`config.mk`:
```
export PLATFORM = sky130hd
export DESIGN_NAME = password_lock_fsm
export DESIGN_NICKNAME = d
export VERILOG_FILES = /design/src/rtl/lock_pkg.sv /design/src/rtl/pwd_entry_buf.sv /design/src/rtl/password_lock_fsm.sv
export SDC_FILE = /design/constraint.sdc
export NUM_CORES = 1
export LEC_CHECK = 0
export BUFFER_PORTS_ARGS = -buffer_cell sky130_fd_sc_hd__clkbuf_2
export CORE_MARGIN = 2
export CORE_UTILIZATION = 50
export DETAILED_ROUTE_END_ITERATION = 8
export GPL_ROUTABILITY_DRIVEN = 0
export PLACE_DENSITY = 0.75
export SETUP_SLACK_MARGIN = 0.3
export SLEW_MARGIN = 25
export SYNTH_ARGS = -nofsm -noshare
export SYNTH_HDL_FRONTEND = slang
export SYNTH_SLANG_ARGS = --single-unit
```
`constraint.sdc`:
```
create_clock -name CLK -period 2.25 [get_ports CLK]
set_input_delay 0.45 -clock CLK [delete_from_list [all_inputs] [get_ports CLK]]
set_output_delay 0.45 -clock CLK [all_outputs]
set_load 0.005 [all_outputs]
```
`src/rtl/lock_pkg.sv`:
```
// ============================================================================
// Module : lock_pkg
// Brief  : State codes, button codes and digit count shared by the lock.
// Rev    : 1.0
// ============================================================================
`default_nettype none

package lock_pkg;

    localparam int DIGITS = 4;

    typedef enum logic [2:0] {
        ST_ENTER    = 3'd0,
        ST_CHECK    = 3'd1,
        ST_UNLOCKED = 3'd2,
        ST_SET      = 3'd3,
        ST_LOCKOUT  = 3'd4
    } state_e;

    // Values match the button stage that produces WHICH_BTN_POSEDGE.
    typedef enum logic [1:0] {
        BTN_RESET     = 2'd0,
        BTN_ADMIN     = 2'd1,
        BTN_OK        = 2'd2,
        BTN_BACKSPACE = 2'd3
    } btn_e;

endpackage

`default_nettype wire

```
`src/rtl/pwd_entry_buf.sv`:
```
// ============================================================================
// Module : pwd_entry_buf
// Brief  : Digit shift/backspace buffer with its occupancy count.
// Rev    : 1.0
// ============================================================================
`default_nettype none

module pwd_entry_buf
    import lock_pkg::*;
(
    input  logic                  clk_i,
    input  logic                  rst_i,
    input  logic                  clear_i,
    input  logic                  shift_i,
    input  logic                  back_i,
    input  logic [3:0]            digit_i,
    output logic [4*DIGITS-1:0]   entry_o,
    output logic [2:0]            cnt_o
);

    localparam logic [2:0] C_FULL = 3'(DIGITS);

    logic [4*DIGITS-1:0] entry_q, entry_d;
    logic [2:0]          cnt_q, cnt_d;

    // Clear outranks shift, shift outranks backspace.
    always_comb begin
        entry_d = entry_q;
        cnt_d   = cnt_q;
        if (clear_i) begin
            entry_d = '0;
            cnt_d   = 3'd0;
        end else if (shift_i && (cnt_q < C_FULL)) begin
            entry_d = {entry_q[4*DIGITS-5:0], digit_i};
            cnt_d   = cnt_q + 3'd1;
        end else if (back_i && (cnt_q != 3'd0)) begin
            entry_d = entry_q >> 4;
            cnt_d   = cnt_q - 3'd1;
        end
    end

    always_ff @(posedge clk_i) begin
        if (rst_i) begin
            entry_q <= '0;
            cnt_q   <= 3'd0;
        end else begin
            entry_q <= entry_d;
            cnt_q   <= cnt_d;
        end
    end

    assign entry_o = entry_q;
    assign cnt_o   = cnt_q;

endmodule

`default_nettype wire

```
`src/rtl/password_lock_fsm.sv`:
```
// ============================================================================
// Module : password_lock_fsm
// Brief  : Keypad lock FSM with password change, auto-relock and lockout.
// Rev    : 1.0
// ============================================================================
`default_nettype none

module password_lock_fsm #(
    parameter int                  DIGITS        = 4,
    parameter logic [4*DIGITS-1:0] DEFAULT_PWD   = 16'h1234,
    parameter int                  MAX_ERR       = 3,
    parameter logic [31:0]         UNLOCK_CYCLES = 32'd500_000_000,
    parameter logic [31:0]         LOCK_CYCLES   = 32'd1_000_000_000
) (
    input  logic                  CLK,
    input  logic                  RESET,
    input  logic                  BTN_CHANGE_FLAG,
    input  logic [1:0]            WHICH_BTN_POSEDGE,
    input  logic [3:0]            SW_DIGIT,
    output logic                  UNLOCK,
    output logic                  ALARM,
    output logic [2:0]            STATE,
    output logic [2:0]            DIGIT_CNT,
    output logic [4*DIGITS-1:0]   ENTRY,
    output logic [1:0]            ERR_CNT
);
    import lock_pkg::*;

    localparam logic [2:0] C_LAST    = 3'(DIGITS - 1);
    localparam logic [2:0] C_MAX_ERR = 3'(MAX_ERR);

    state_e              state_q, state_d;
    logic [1:0]          err_q, err_d;
    logic [31:0]         timer_q, timer_d;
    logic [4*DIGITS-1:0] pwd_q, pwd_d;

    logic                w_clear, w_shift, w_back;
    logic                w_ev;
    btn_e                w_btn;
    logic [2:0]          w_err_inc;

    assign w_ev      = BTN_CHANGE_FLAG;
    assign w_btn     = btn_e'(WHICH_BTN_POSEDGE);
    assign w_err_inc = {1'b0, err_q} + 3'd1;

    always_comb begin
        state_d = state_q;
        err_d   = err_q;
        timer_d = timer_q;
        pwd_d   = pwd_q;
        w_clear = 1'b0;
        w_shift = 1'b0;
        w_back  = 1'b0;
        case (state_q)
            ST_ENTER: begin
                if (w_ev) begin
                    case (w_btn)
                        BTN_OK: begin
                            w_shift = 1'b1;
                            if (DIGIT_CNT == C_LAST) state_d = ST_CHECK;
                        end
                        BTN_BACKSPACE: w_back  = 1'b1;
                        BTN_RESET:     w_clear = 1'b1;
                        default: ;
                    endcase
                end
            end
            ST_SET: begin
                if (w_ev) begin
                    case (w_btn)
                        BTN_OK: begin
                            if (DIGIT_CNT == C_LAST) begin
                                pwd_d   = {ENTRY[4*DIGITS-5:0], SW_DIGIT};
                                w_clear = 1'b1;
                                state_d = ST_ENTER;
                            end else begin
                                w_shift = 1'b1;
                            end
                        end
                        BTN_BACKSPACE: w_back = 1'b1;
                        BTN_RESET: begin
                            w_clear = 1'b1;
                            state_d = ST_ENTER;
                        end
                        default: ;
                    endcase
                end
            end
            ST_CHECK: begin
                // Single-cycle verdict; events arriving now are dropped.
                w_clear = 1'b1;
                if (ENTRY == pwd_q) begin
                    err_d   = 2'd0;
                    timer_d = UNLOCK_CYCLES - 32'd1;
                    state_d = ST_UNLOCKED;
                end else if (w_err_inc >= C_MAX_ERR) begin
                    err_d   = 2'd0;
                    timer_d = LOCK_CYCLES - 32'd1;
                    state_d = ST_LOCKOUT;
                end else begin
                    err_d   = w_err_inc[1:0];
                    state_d = ST_ENTER;
                end
            end
            ST_UNLOCKED: begin
                // ADMIN/RESET events beat expiry; OK/BACKSPACE let the timer run.
                if (w_ev && (w_btn == BTN_ADMIN)) begin
                    w_clear = 1'b1;
                    timer_d = 32'd0;
                    state_d = ST_SET;
                end else if (w_ev && (w_btn == BTN_RESET)) begin
                    timer_d = 32'd0;
                    state_d = ST_ENTER;
                end else if (timer_q == 32'd0) begin
                    state_d = ST_ENTER;
                end else begin
                    timer_d = timer_q - 32'd1;
                end
            end
            ST_LOCKOUT: begin
                if (timer_q == 32'd0) begin
                    state_d = ST_ENTER;
                end else begin
                    timer_d = timer_q - 32'd1;
                end
            end
            default: begin
                timer_d = 32'd0;
                state_d = ST_ENTER;
            end
        endcase
    end

    always_ff @(posedge CLK) begin
        if (RESET) begin
            state_q <= ST_ENTER;
            err_q   <= 2'd0;
            timer_q <= 32'd0;
            pwd_q   <= DEFAULT_PWD;
        end else begin
            state_q <= state_d;
            err_q   <= err_d;
            timer_q <= timer_d;
            pwd_q   <= pwd_d;
        end
    end

    pwd_entry_buf u_entry_buf (
        .clk_i   (CLK),
        .rst_i   (RESET),
        .clear_i (w_clear),
        .shift_i (w_shift),
        .back_i  (w_back),
        .digit_i (SW_DIGIT),
        .entry_o (ENTRY),
        .cnt_o   (DIGIT_CNT)
    );

    assign STATE   = state_q;
    assign ERR_CNT = err_q;
    assign UNLOCK  = (state_q == ST_UNLOCKED);
    assign ALARM   = (state_q == ST_LOCKOUT);

endmodule

`default_nettype wire

```
=== Word-level counts from Yosys, hierarchy flattened ===
Index checks and enable logic that the tools add are counted.

* Add/sub/neg operators: 4
* Magnitude comparators: 2
* Eq/ne operators: 16
* Muxes and demuxes: 40
* Bitwise gates (word level): 1
* Reductions and logical operators: 14

{| class="wikitable"
|+ Operator list
! kind !! number
|-
| 32-bit 2-to-1 mux || 5
|-
| 32-bit case mux with 4 select lines || 1
|-
| 3-bit 2-to-1 mux || 12
|-
| 32-bit logical NOT || 1
|-
| 16-bit 2-to-1 mux || 2
|-
| 32-bit by 1-bit subtractor with 32-bit output, second input constant || 1
|-
| 16-bit == test || 1
|-
| 3-bit case mux with 5 select lines || 1
|-
| 1-bit 2-to-1 mux || 13
|-
| 3-bit by 2-bit == test with 1-bit output, second input constant || 3
|-
| 3-bit inequality test, second input constant || 3
|-
| 2-bit inequality test, second input constant || 4
|-
| 3-bit case mux with 2 select lines || 1
|-
| 6-bit AND reduction || 1
|-
| 2-bit == test, second input constant || 2
|-
| 1-bit logical AND || 4
|-
| 2-bit 2-to-1 mux || 2
|-
| 1-bit case mux with 2 select lines || 2
|-
| 1-bit case mux with 4 select lines || 1
|-
| 4-bit AND reduction || 1
|-
| 2-bit OR reduction || 2
|-
| 2-bit by 1-bit adder with 3-bit output, second input constant || 1
|-
| 3-bit by 1-bit adder with 3-bit output, second input constant || 1
|-
| 3-bit by 1-bit == test with 1-bit output, second input constant || 1
|-
| other kinds (11) || 11
|}

* Flip-flop bits (word level): 72
* Input bits: 9
* Output and inout port bits: 26
* Logic and storage cells: 83

=== Longest topological paths before layout ===
Gate-level depths: netlist of the first run.

* Depth in word-level cells: 7
* Mapped depth: 11
* Gate-level depth less buffers: 8

=== Hierarchy ===
Synthesis of the first run repeated with hierarchy kept, for this count alone.

* Cells, all modules: 485
* Area, all modules: 3970.1 um2

{| class="wikitable"
|+ By module, submodules not included
! module !! times used !! cells an instance !! area each (um2) !! seq. area each (um2)
|-
| password_lock_fsm || 1 || 399 || 3126.7 || 1061.0
|-
| pwd_entry_buf || 1 || 86 || 843.3 || 380.4
|}

=== Worst setup path after synthesis of the first run ===
OpenSTA, ideal clock, no wires.

* Path kind: register to register
* Start: register state_q[1] (netlist: STATE[1])
* End: register u_entry_buf.cnt_q[1] (netlist: u_entry_buf.cnt_o[1])
* Library setup time: 0.086 ns
* Arrival: 2.384 ns
* Data required time: 2.164 ns
* Slack: -0.220 ns
* Cell stages (with the launch flop): 10
* Buffers on the path: 3
* Period minus slack after synthesis: 2.470 ns
* Path through: dfxtp_1 > nor2b_1 > or3_1 > clkbuf_1 > or4_1 > buf_2 > inv_2 > buf_4 > fa_1 > a211oi_1

* Word-level cells in the longest chain between the ends: 5
* Elaborated cells between the ends (all ways): 13
* Those cells by class: eq/ne (3); mux (4); reduce/logical (6)

{| class="wikitable"
|+ Ends and longest elaborated chain
! element !! line !! text
|-
| from (decl) || password_lock_fsm.sv:32 || <nowiki>state_e state_q, state_d;</nowiki>
|-
| from (signal assigned) || password_lock_fsm.sv:141 || <nowiki>state_q <= state_d;</nowiki>
|-
| 3-bit by 2-bit == test with 1-bit output / 3-bit logical NOT (equally long branches) || password_lock_fsm.sv:54 || <nowiki>case (state_q)</nowiki>
|-
| 2-bit OR reduction (no source line) || n/a ||
|-
| 1-bit 2-to-1 mux || n/a ||
|-
| 1-bit logical AND || pwd_entry_buf.sv:36 || <nowiki>end else if (back_i && (cnt_q != 3'd0)) begin</nowiki>
|-
| 2-bit nonzero test (no source line) || n/a ||
|-
| to (signal assigned) || pwd_entry_buf.sv:48 || <nowiki>cnt_q <= cnt_d;</nowiki>
|-
| to (decl) || pwd_entry_buf.sv:24 || <nowiki>logic [2:0] cnt_q, cnt_d;</nowiki>
|}

Parallel ways exist; a longest one is shown, timed or not.
A chain may end at the register's enable or synchronous reset.

=== Worst setup path in the final report of the first run ===
* Start: register u_entry_buf.entry_q[13] (netlist: u_entry_buf.entry_o[13])
* End: register timer_q[7]

* Word-level cells in the longest chain between the ends: 3
* Elaborated cells between the ends (all ways): 5
* Those cells by class: eq/ne (2); mux (2); reduce/logical (1)

{| class="wikitable"
|+ Ends and longest elaborated chain
! element !! line !! text
|-
| from (decl) || pwd_entry_buf.sv:23 || <nowiki>logic [4*DIGITS-1:0] entry_q, entry_d;</nowiki>
|-
| from (signal assigned) || pwd_entry_buf.sv:47 || <nowiki>entry_q <= entry_d;</nowiki>
|-
| 16-bit == test (*) || password_lock_fsm.sv:92 || <nowiki>if (ENTRY == pwd_q) begin</nowiki>
|-
| 32-bit 2-to-1 mux / 3-bit inequality test (equally long branches) || n/a ||
|-
| 32-bit case mux with 4 select lines / 2-bit AND reduction (equally long branches) || n/a ||
|-
| to (signal assigned) || password_lock_fsm.sv:143 || <nowiki>timer_q <= timer_d;</nowiki>
|-
| to (decl) || password_lock_fsm.sv:34 || <nowiki>logic [31:0] timer_q, timer_d;</nowiki>
|}

Mark *: on every way between the ends. The rest lies on a longest branch, timed or not.

==> results.md, run 1 <==
- Run status: completed
- Starting density of the core: ~52%
- Vias in the first global route: approximately 4500
- TritonRoute pass-1 iters: 5
- Die ar.: 0.00866 mm²
- Final hold vios: 0
- Commonest non-fill, non-tap cell in the layout: buf_4
- Synth Flop Type: dfxtp_1
- Final period util: 99.9%
- GRT Resource Usage Total: 32.1%
- VDD IR max: 0.311 mV
- GRT overflow: 0
- Cell Area, Synth: around 0.0040 mm²
- Arr. time, crit path: 2.53 ns
- Peak Freq: ~450 MHz
- Slew Limit Fails: 0
- First-pass GRT wire length: about 22000 µm
- Root Driver: clkbuf_8
- Antenna cell count: 0
- Post-synth EDFFs: 0
- Area share of the leading cell type in the synthesized netlist: 36.4%
- I/O pins: 35
- Syn Area/Cell: around 8.0 µm²
- Required time of the critical path: 2.53 ns
- IO buf count: 34
- Clk slew on worst S/H paths: 0.09 ns
- Fraction of registers with async set or reset after synthesis: 0%
- ANT nets after route: 0
- Cells after synthesis: 497
- Placed cells: 664
- Cell Count, Final, Fillers Out: 715
- # H-tree levels: 3
- Initial antenna violation count: 0
- Max Cap Viol: 0
- DR vias: 4705
- Leading area contributor after synthesis: dfxtp_1
- Clock sink total: 72
- Die Y: 93.0 µm
- Nets: a little over 600
- Drt total wl: 14800 µm
- CTS tree: done
- Inserted Clock Buffers: 9
- Die Wd: 93.0 µm
- Unrepaired setup endpoints after global routing: yes
- Register area share after synthesis: a little over a third
- Core region area: 0.00769 mm²
- Hold Crit Class: in -> reg
- Fin area: between 0.005 and 0.006 mm²
- Synth unique cells: 57
- Setup CP Type: reg -> reg
- Final WS setup: 0.00326 ns
- Number of synthesized register bits: slightly above 70
- Commonest non-fill, non-tap cells in the layout: buf_4 (72), dfxtp_1 (55), nor2_1 (42)
- Worst-path fanout max: 6
- Clk_lat worst skew: roughly 0.36 ns
- Residual DRC count: 0
- Crit. End Element: flip-flop
- Dpl ws: 0.0175 ns
- Placed Area: 0.00462 mm²
- Mean routed wirelength per cell: 20.7 µm
- Lkg Pwr: around 2.2 nW
- # setup viols final: 0
- Measured slew at the worst slew-check pin: a little under 0.8 ns
- Period minus WS final: 2.25 ns
- Layout cell share with drive strength beyond 1: approximately 41%
- Ys Warns: 0
- Top cells by area, synth: dfxtp_1 (36%), a21oi_1 (5.3%), mux2i_1 (5.1%), nor2_1 (4.5%), nand2_1 (4.3%)
- Core Rows: 32
- Max Root-Sink Buffers: 2
- Synth Net Count: 509
- Hold_buf cts: 0
- Via/cell ratio: 6.58
- Initial detailed-routing violation count: 562
- CP Launch Type: flip-flop
- Worst slew margin: a little under half
- Clk_skew: 0.0110 ns
- Largest net degree at the start of global routing: 47
- PwrDens: roughly 470 mW/mm²
- Area Overhead vs Synth: 44.1%
- Dpl hpwl: 7950 µm
## synth_stat cells, drive strengths merged, types with 13 or more instances
cell type and n:
clkbuf 16, nand2 45, nor2 47, o21ai 25, a21oi 42, dfxtp 72, nor3 22, xnor2 17
nor4 13, a31oi 15, mux2i 20, nand3 18, inv 25
## metal layers
metal | wire [µm] | global-route usage [%]
met1 | 5520 | 38.1
met2 | 7160 | 54.5
met3 | 1280 | 5.32
met4 | 843 | 18.9
met5 | 0 | 0
## registers in the layout, summed over array words and instances, names as in the netlist
name                 flops
ERR_CNT                  2
u_entry_buf.entry_o     16
STATE                    3
pwd_q                   16
timer_q                 32
u_entry_buf.cnt_o        3
## report_power, final
group	leakage, nW	switching [mW]	internal, mW
Clock	0.105	0.543	0.658
Sequential	0.591	0.00888	1.28
Combinational	1.51	0.136	0.0834
## per-stage QoR
| step | total power, mW | utilization, % | hold slack (ns) | setup TNS, ns |
|---|---|---|---|---|
| 2_1_floorplan | 1.41 | - | 0.458 | -0.219 |
| 3_3_place_gp | 1.47 | 60.0 | 0.474 | 0 |
| 3_5_place_dp | 1.47 | 60.1 | 0.485 | 0 |
| 4_1_cts | 2.67 | 70.2 | 0.335 | 0 |
| 5_1_grt | 2.77 | 74.3 | 0.375 | -0.109 |
| 6_report | 2.71 | 74.3 | 0.360 | 0 |
## logic make-up after synthesis
kind of cell               after synthesis  share of synthesized area [%]
AOI/OAI and AO/OA                      138                           22.2
xor gates and xnor gates                17                           3.76
adders and majority gates                3                           1.14
buffers and inverters                   50                           5.24
DFF                                     72                           36.4
muxes                                   20                           5.05
and+or+nand+nor                        197                           26.2
## layout make-up
cell class	instances	area, µm²
Tap cell	102	128
Inverter	25	98.8
Fill cell	516	1980
Clock buffer	10	138
Timing Repair Buffer	118	856
Sequential cell	72	1470
Multi-Input combinational cell	382	2930
Clock inverter	6	91.3
## path summary, 6_finish.rpt
check | end | depth (start not counted) | startpoint | slack, ns
worst min register to register | timer_q[29]$_SDFFE_PP0P_ | 2 | timer_q[29]$_SDFFE_PP0P_ | 0.52
worst min-delay path | pwd_q[2]$_SDFFE_PP1P_ | 3 | SW_DIGIT[2] | 0.36
worst max-delay path | timer_q[7]$_SDFFE_PP0P_ | 6 | u_entry_buf.entry_o[13]$_SDFFE_PP0P_ | 0.003
worst max register to register | timer_q[7]$_SDFFE_PP0P_ | 6 | u_entry_buf.entry_o[13]$_SDFFE_PP0P_ | 0.003
## critical path: stages, from the launching register on
cell	delay (ns)
dfxtp_2	0.36
xnor2_2	0.19
nand4_1	0.21
nor4_4	0.45
o31ai_4	0.16
or4_4	0.59
o211ai_1	0.20
## repair_timing
action	CTS	global route
setup endpoints to repair	49	55
cloned	6	2
gates resized for setup	86	50
pin swaps	34	26
buffers inserted	18	9
No activity file was read; power rests on OpenSTA's default activity.
==> run 2: changes to the inputs <==
--- a/config.mk
+++ b/config.mk
@@ -6,11 +6,13 @@
 export NUM_CORES = 1
 export LEC_CHECK = 0
 export BUFFER_PORTS_ARGS = -buffer_cell sky130_fd_sc_hd__clkbuf_2
+export CELL_PAD_IN_SITES_DETAIL_PLACEMENT = 1
+export CELL_PAD_IN_SITES_GLOBAL_PLACEMENT = 1
 export CORE_MARGIN = 2
-export CORE_UTILIZATION = 50
+export CORE_UTILIZATION = 40
 export DETAILED_ROUTE_END_ITERATION = 8
 export GPL_ROUTABILITY_DRIVEN = 0
-export PLACE_DENSITY = 0.75
+export PLACE_DENSITY = 0.8
 export SETUP_SLACK_MARGIN = 0.3
 export SLEW_MARGIN = 25
 export SYNTH_ARGS = -nofsm -noshare
==> results.md, run 2 (synthesized netlist as in run 1, its figures left out) <==
- CP Cell Sequence: nor2_4, nand4_1, buf_4, buf_4, o31ai_4, buf_6, o21ai_0, nor2b_1, o32ai_2
- Layout fillers: ~1100
- ANT nets after route: 0
- First-pass GRT wire length: about 25000 µm
- Measured slew at the worst slew-check pin: 0.871 ns
- Hold_buf cts: 0
- Mean routed wirelength per cell: roughly 25 µm
- Setup CP Type: reg -> reg
- Inserted Clock Buffers: 9
- Net Sw Frac: slightly below 30%
- Peak Freq: 444 MHz
- Failing checks: negative setup slack
- Arr. time, crit path: 2.52 ns
- Initial antenna violation count: 0
- I/O pins: 35
- Root Driver: clkbuf_8
- Nets: 632
- Share of power burned in combinational logic: 9.0%
- Layout cell share with drive strength beyond 1: 45.4%
- Worst slew margin: 41.5%
- Die Wd: 104 µm
- Commonest non-fill, non-tap cell in the layout: buf_4
- PwrDens: 445 mW/mm²
- Vias in the first global route: approximately 5000
- # setup viols final: 1
- Starting density of the core: between 40% and 50%
- Unrepaired setup endpoints after global routing: yes
- Clk pwr share: 43.0%
- Hold Crit Class: in -> reg
- Die ar.: 0.0107 mm²
- Residual DRC count: 0
- Lkg Pwr: 2.33 nW
- Most flop-heavy register: timer_q
- Via/cell ratio: 6.46
- Final hold vios: 0
- Area Overhead vs Synth: 52.5%
- Period minus WS final: 2.25 ns
- Largest net degree at the start of global routing: 26
- Drt total wl: 19300 µm
- Worst-path fanout max: 6
- Cell family with most CP delay: compound AO/OA/AOI/OAI gates
- Die Y: a little over 100 µm
- Dpl hpwl: 9600 µm
- CTS tree: done
- Int Power: around 1.9 mW
- Core region area: 0.00968 mm²
- Dpl ws: -0.0432 ns
- Worst hold slack: 0.349 ns
- WP buf/inv: 3
- Max Root-Sink Buffers: 2
- Final period util: 100%
- Final WS setup: -0.00359 ns
- # H-tree levels: 3
- Core Rows: 36
- Storage element area: 0.00148 mm²
- Required time of the critical path: approximately 2.5 ns
- TritonRoute pass-1 iters: 5
- Antenna cell count: 0
- GRT overflow: 0
- Run status: complete, but fails checks
- DR vias: between 4000 and 5000
- Initial detailed-routing violation count: 310
- Final Util: 62.4%
- Commonest non-fill, non-tap cells in the layout: buf_4 (75), dfxtp_1 (47), nand2_1 (40)
- Clk slew on worst S/H paths: 0.10 ns
- Clk_lat worst skew: ~0.37 ns
- Max reg flops: 32
- P_sw: just under 800 µW
- Top cell by count, worst path: buf_4
- Clock sink total: 72
- Crit. End Element: flip-flop
- GRT Resource Usage Total: 28.8%
- VDD IR max: 0.275 mV
- IO buf count: 34
- Slew Limit Fails: 0
- Max Cap Viol: 0
- Slowest cell on the critical path: dfxtp_1
- Clk_skew: approximately 0.011 ns
- Area of the multi-input gates: 0.00300 mm²
- Biggest cell delay along the critical path: 0.44 ns
- Flop pwr share: 47.9%
- CP Launch Type: flip-flop
==> run 2: what timing repair did <==
action | 4_1_cts | 5_1_grt
gates resized for setup | 81 | 100
endpoints found under the setup margin | 56 | 57
pin swaps | 32 | 41
setup buffers | 18 | 16
cloned | 4 | 3
==> run 2: layout make-up <==
cell class,count,share of cell area [%]
clock buffer,9,2.05
clock inverter,7,1.41
timing repair buffer,134,17.9
sequential,72,24.5
tap,133,2.75
multi-input combinational,378,49.7
inverter,25,1.68
==> run 2: worst register-to-register path: cells and delay by family, from the launching register on <==
| family | cells | cell delay [ns] |
|---|---|---|
| AO/OA/AOI/OAI | 3 | 0.63 |
| flip-flops | 1 | 0.44 |
| AND/OR/NAND/NOR | 3 | 0.56 |
| buffers and inverters | 3 | 0.52 |
==> run 2: per-stage QoR <==
stage | TNS [ns] | std cells | cell area [µm²] | total power, mW
floorplan | -0.219 | 497 | 4020 | 1.41
global placement | 0 | 701 | 4720 | 1.48
detailed placement | -0.0432 | 701 | 4720 | 1.48
CTS | 0 | 739 | 5410 | 2.63
global route | -0.270 | 758 | 6040 | 2.77
finish | -0.00359 | 758 | 6040 | 2.69
==> run 2: worst paths after layout <==
check                                             from                                    to  slack (ns)  cells after the start
setup / recovery              timer_q[13]$_SDFFE_PP0P_              timer_q[11]$_SDFFE_PP0P_      -0.004                      9
hold / removal                             SW_DIGIT[3]                 pwd_q[3]$_SDFFE_PP0P_        0.35                      3
setup reg to reg              timer_q[13]$_SDFFE_PP0P_              timer_q[11]$_SDFFE_PP0P_      -0.004                      9
hold reg to reg   u_entry_buf.entry_o[14]$_SDFFE_PP0P_  u_entry_buf.entry_o[14]$_SDFFE_PP0P_        0.52                      2
==> run 2: routing by layer <==
layer / track usage [%] / routed length [µm]
met1: 33.1 / 6860
met2: 53.2 / 10200
met3: 4.09 / 1180
met4: 12.0 / 1100
met5: 0 / 0
==> run 2: power by group through the flow <==
stage	logic (mW)	registers (mW)	clock network, mW
after floorplan	0.0906	1.32	0
after global placement	0.157	1.32	0
after detailed placement	0.162	1.32	0
after CTS	0.193	1.29	1.15
after global routing	0.254	1.29	1.23
final	0.243	1.29	1.16
==> run 3: changes to the inputs <==
--- a/config.mk
+++ b/config.mk
@@ -10,6 +10,7 @@
 export CELL_PAD_IN_SITES_GLOBAL_PLACEMENT = 1
 export CORE_MARGIN = 2
 export CORE_UTILIZATION = 40
+export CTS_BUF_LIST = sky130_fd_sc_hd__clkbuf_16
 export DETAILED_ROUTE_END_ITERATION = 8
 export GPL_ROUTABILITY_DRIVEN = 0
 export PLACE_DENSITY = 0.8
==> results.md, run 3 (synthesized netlist as in run 1, its figures left out) <==
- CP Launch Type: flip-flop
- # H-tree levels: 3
- Final period util: 107%
- Layout cell share with drive strength beyond 1: 45.7%
- Inserted Clock Buffers: 9
- Initial detailed-routing violation count: 350
- I/O pins: 35
- ANT nets after route: 0
- CP Cell Sequence: xnor2_2, nand4_1, nor4_4, buf_4, buf_6, o22ai_4, buf_6, o21ai_0, o21ai_1
- Unrepaired setup endpoints after global routing: yes
- Commonest non-fill, non-tap cell in the layout: buf_4
- Initial antenna violation count: 0
- IO buf count: 34
- Residual DRC count: 0
- # setup viols final: 18
- Dpl hpwl: 9600 µm
- Die Wd: 104 µm
- Drt total wl: 21300 µm
- Most flop-heavy register: timer_q
- Root Driver: clkbuf_16
- PwrDens: 498 mW/mm²
- Period minus WS final: 2.40 ns
- Top cell by count, worst path: buf_6
- Measured slew at the worst slew-check pin: between 0.7 and 0.8 ns
- Hold_buf cts: 0
- Core region area: approximately 0.0097 mm²
- Slew Limit Fails: 0
- Slowest cell on the critical path: nor4_4
- Max Root-Sink Buffers: 2
- Clk_lat worst skew: between 0.3 and 0.4 ns
- GRT overflow: 0
- Run status: complete, but fails checks
- Die Y: 104 µm
- Power Total: 3.10 mW
- Commonest non-fill, non-tap cells in the layout: buf_4 (74), dfxtp_1 (52), nand2_1 (41)
- Required time of the critical path: between 2 and 2.5 ns
- WP buf/inv: 3
- Worst hold slack: 0.386 ns
- First-pass GRT wire length: 28300 µm
- Mean routed wirelength per cell: 28.0 µm
- Die ar.: 0.0107 mm²
- Vias in the first global route: between 5000 and 6000
- Peak Freq: 416 MHz
- Arr. time, crit path: 2.62 ns
- Dpl ws: -0.0432 ns
- Worst slew margin: 52.4%
- Clock sink total: between 70 and 80
- Max reg flops: 32
- Nets: 633
- Area Overhead vs Synth: 56.9%
- Antenna cell count: 0
- Starting density of the core: 40.9%
- Failing checks: negative setup slack
- Lkg Pwr: approximately 2.4 nW
- Largest net degree at the start of global routing: 26
- Via/cell ratio: 6.72
- Biggest cell delay along the critical path: 0.47 ns
- CTS tree: done
- DR vias: 5101
- Clk_skew: 0.0105 ns
- TritonRoute pass-1 iters: 5
- Cell family with most CP delay: simple AND/OR/NAND/NOR gates
- VDD IR max: about 0.35 mV
- Core Rows: 36
- Max Cap Viol: 0
- Crit. End Element: flip-flop
- Worst-path fanout max: 7
- Setup CP Type: reg -> reg
- GRT Resource Usage Total: 33.2%
- Clk slew on worst S/H paths: 0.07 ns
- Final WS setup: -0.155 ns
- Final hold vios: 0
- Hold Crit Class: in -> reg
==> run 3: cell count changes in the layout (fill, tap and decap cells not counted), sizes merged <==
| cell | delta |
|---|---|
| nor2 | +1 |
==> run 3: worst register-to-register path: stages (launching register included) <==
cell	delay, ns
dfxtp_1	0.36
xnor2_2	0.23
nand4_1	0.24
nor4_4	0.48
buf_4	0.20
buf_6	0.13
o22ai_4	0.11
buf_6	0.17
o21ai_0	0.25
o21ai_1	0.11
==> run 3: worst paths after layout <==
kind,slack (ns),depth (start not counted),startpoint,to
setup / recovery,-0.15,9,pwd_q[1]$_SDFFE_PP0P_,timer_q[6]$_SDFFE_PP0P_
hold / removal,0.39,3,SW_DIGIT[1],pwd_q[1]$_SDFFE_PP0P_
setup reg to reg,-0.15,9,pwd_q[1]$_SDFFE_PP0P_,timer_q[6]$_SDFFE_PP0P_
hold reg to reg,0.53,2,timer_q[27]$_SDFFE_PP0P_,timer_q[27]$_SDFFE_PP0P_
==> run 3: final cells by class <==
class,instances,area (µm²)
Inverter,25,98.8
Fill cell,1070,3470
Timing Repair Buffer,134,1080
Clock inverter,7,85.1
Tap cell,133,166
Multi-Input combinational cell,379,3090
Clock buffer,9,225
Sequential cell,72,1470
==> run 3: what timing repair did <==
| item | in CTS | in global routing |
|---|---|---|
| pin swaps | 29 | 31 |
| resized for setup | 102 | 85 |
| cloned | 4 | 4 |
| setup endpoints to repair | 55 | 57 |
| setup buffers | 23 | 11 |
==> run 3: metal layers <==
metal	part of all wire (%)	global-route usage, %	up-vias
li1	-	-	2104
met1	34	35.1	2505
met2	50	59.5	327
met3	5.9	6.67	165
met4	9.6	22.4	0
met5	0	0	-
==> run 3: power by group <==
group | internal (mW) | switching, mW | total [mW]
Combinational | 0.101 | 0.158 | 0.259
Clock | 0.883 | 0.666 | 1.55
Sequential | 1.28 | 0.0116 | 1.29
==> run 3: per-stage QoR <==
step | instance area, µm² | TNS (ns) | instances | utilization, %
after CTS | 5700 | 0 | 744 | 58.9
after detailed placement | 4720 | -0.0432 | 701 | 48.7
after floorplan | 4020 | -0.219 | 497 | -
after global routing | 6220 | -1.82 | 759 | 64.2
final | 6220 | -1.02 | 759 | 64.2
after global placement | 4720 | 0 | 701 | 48.7
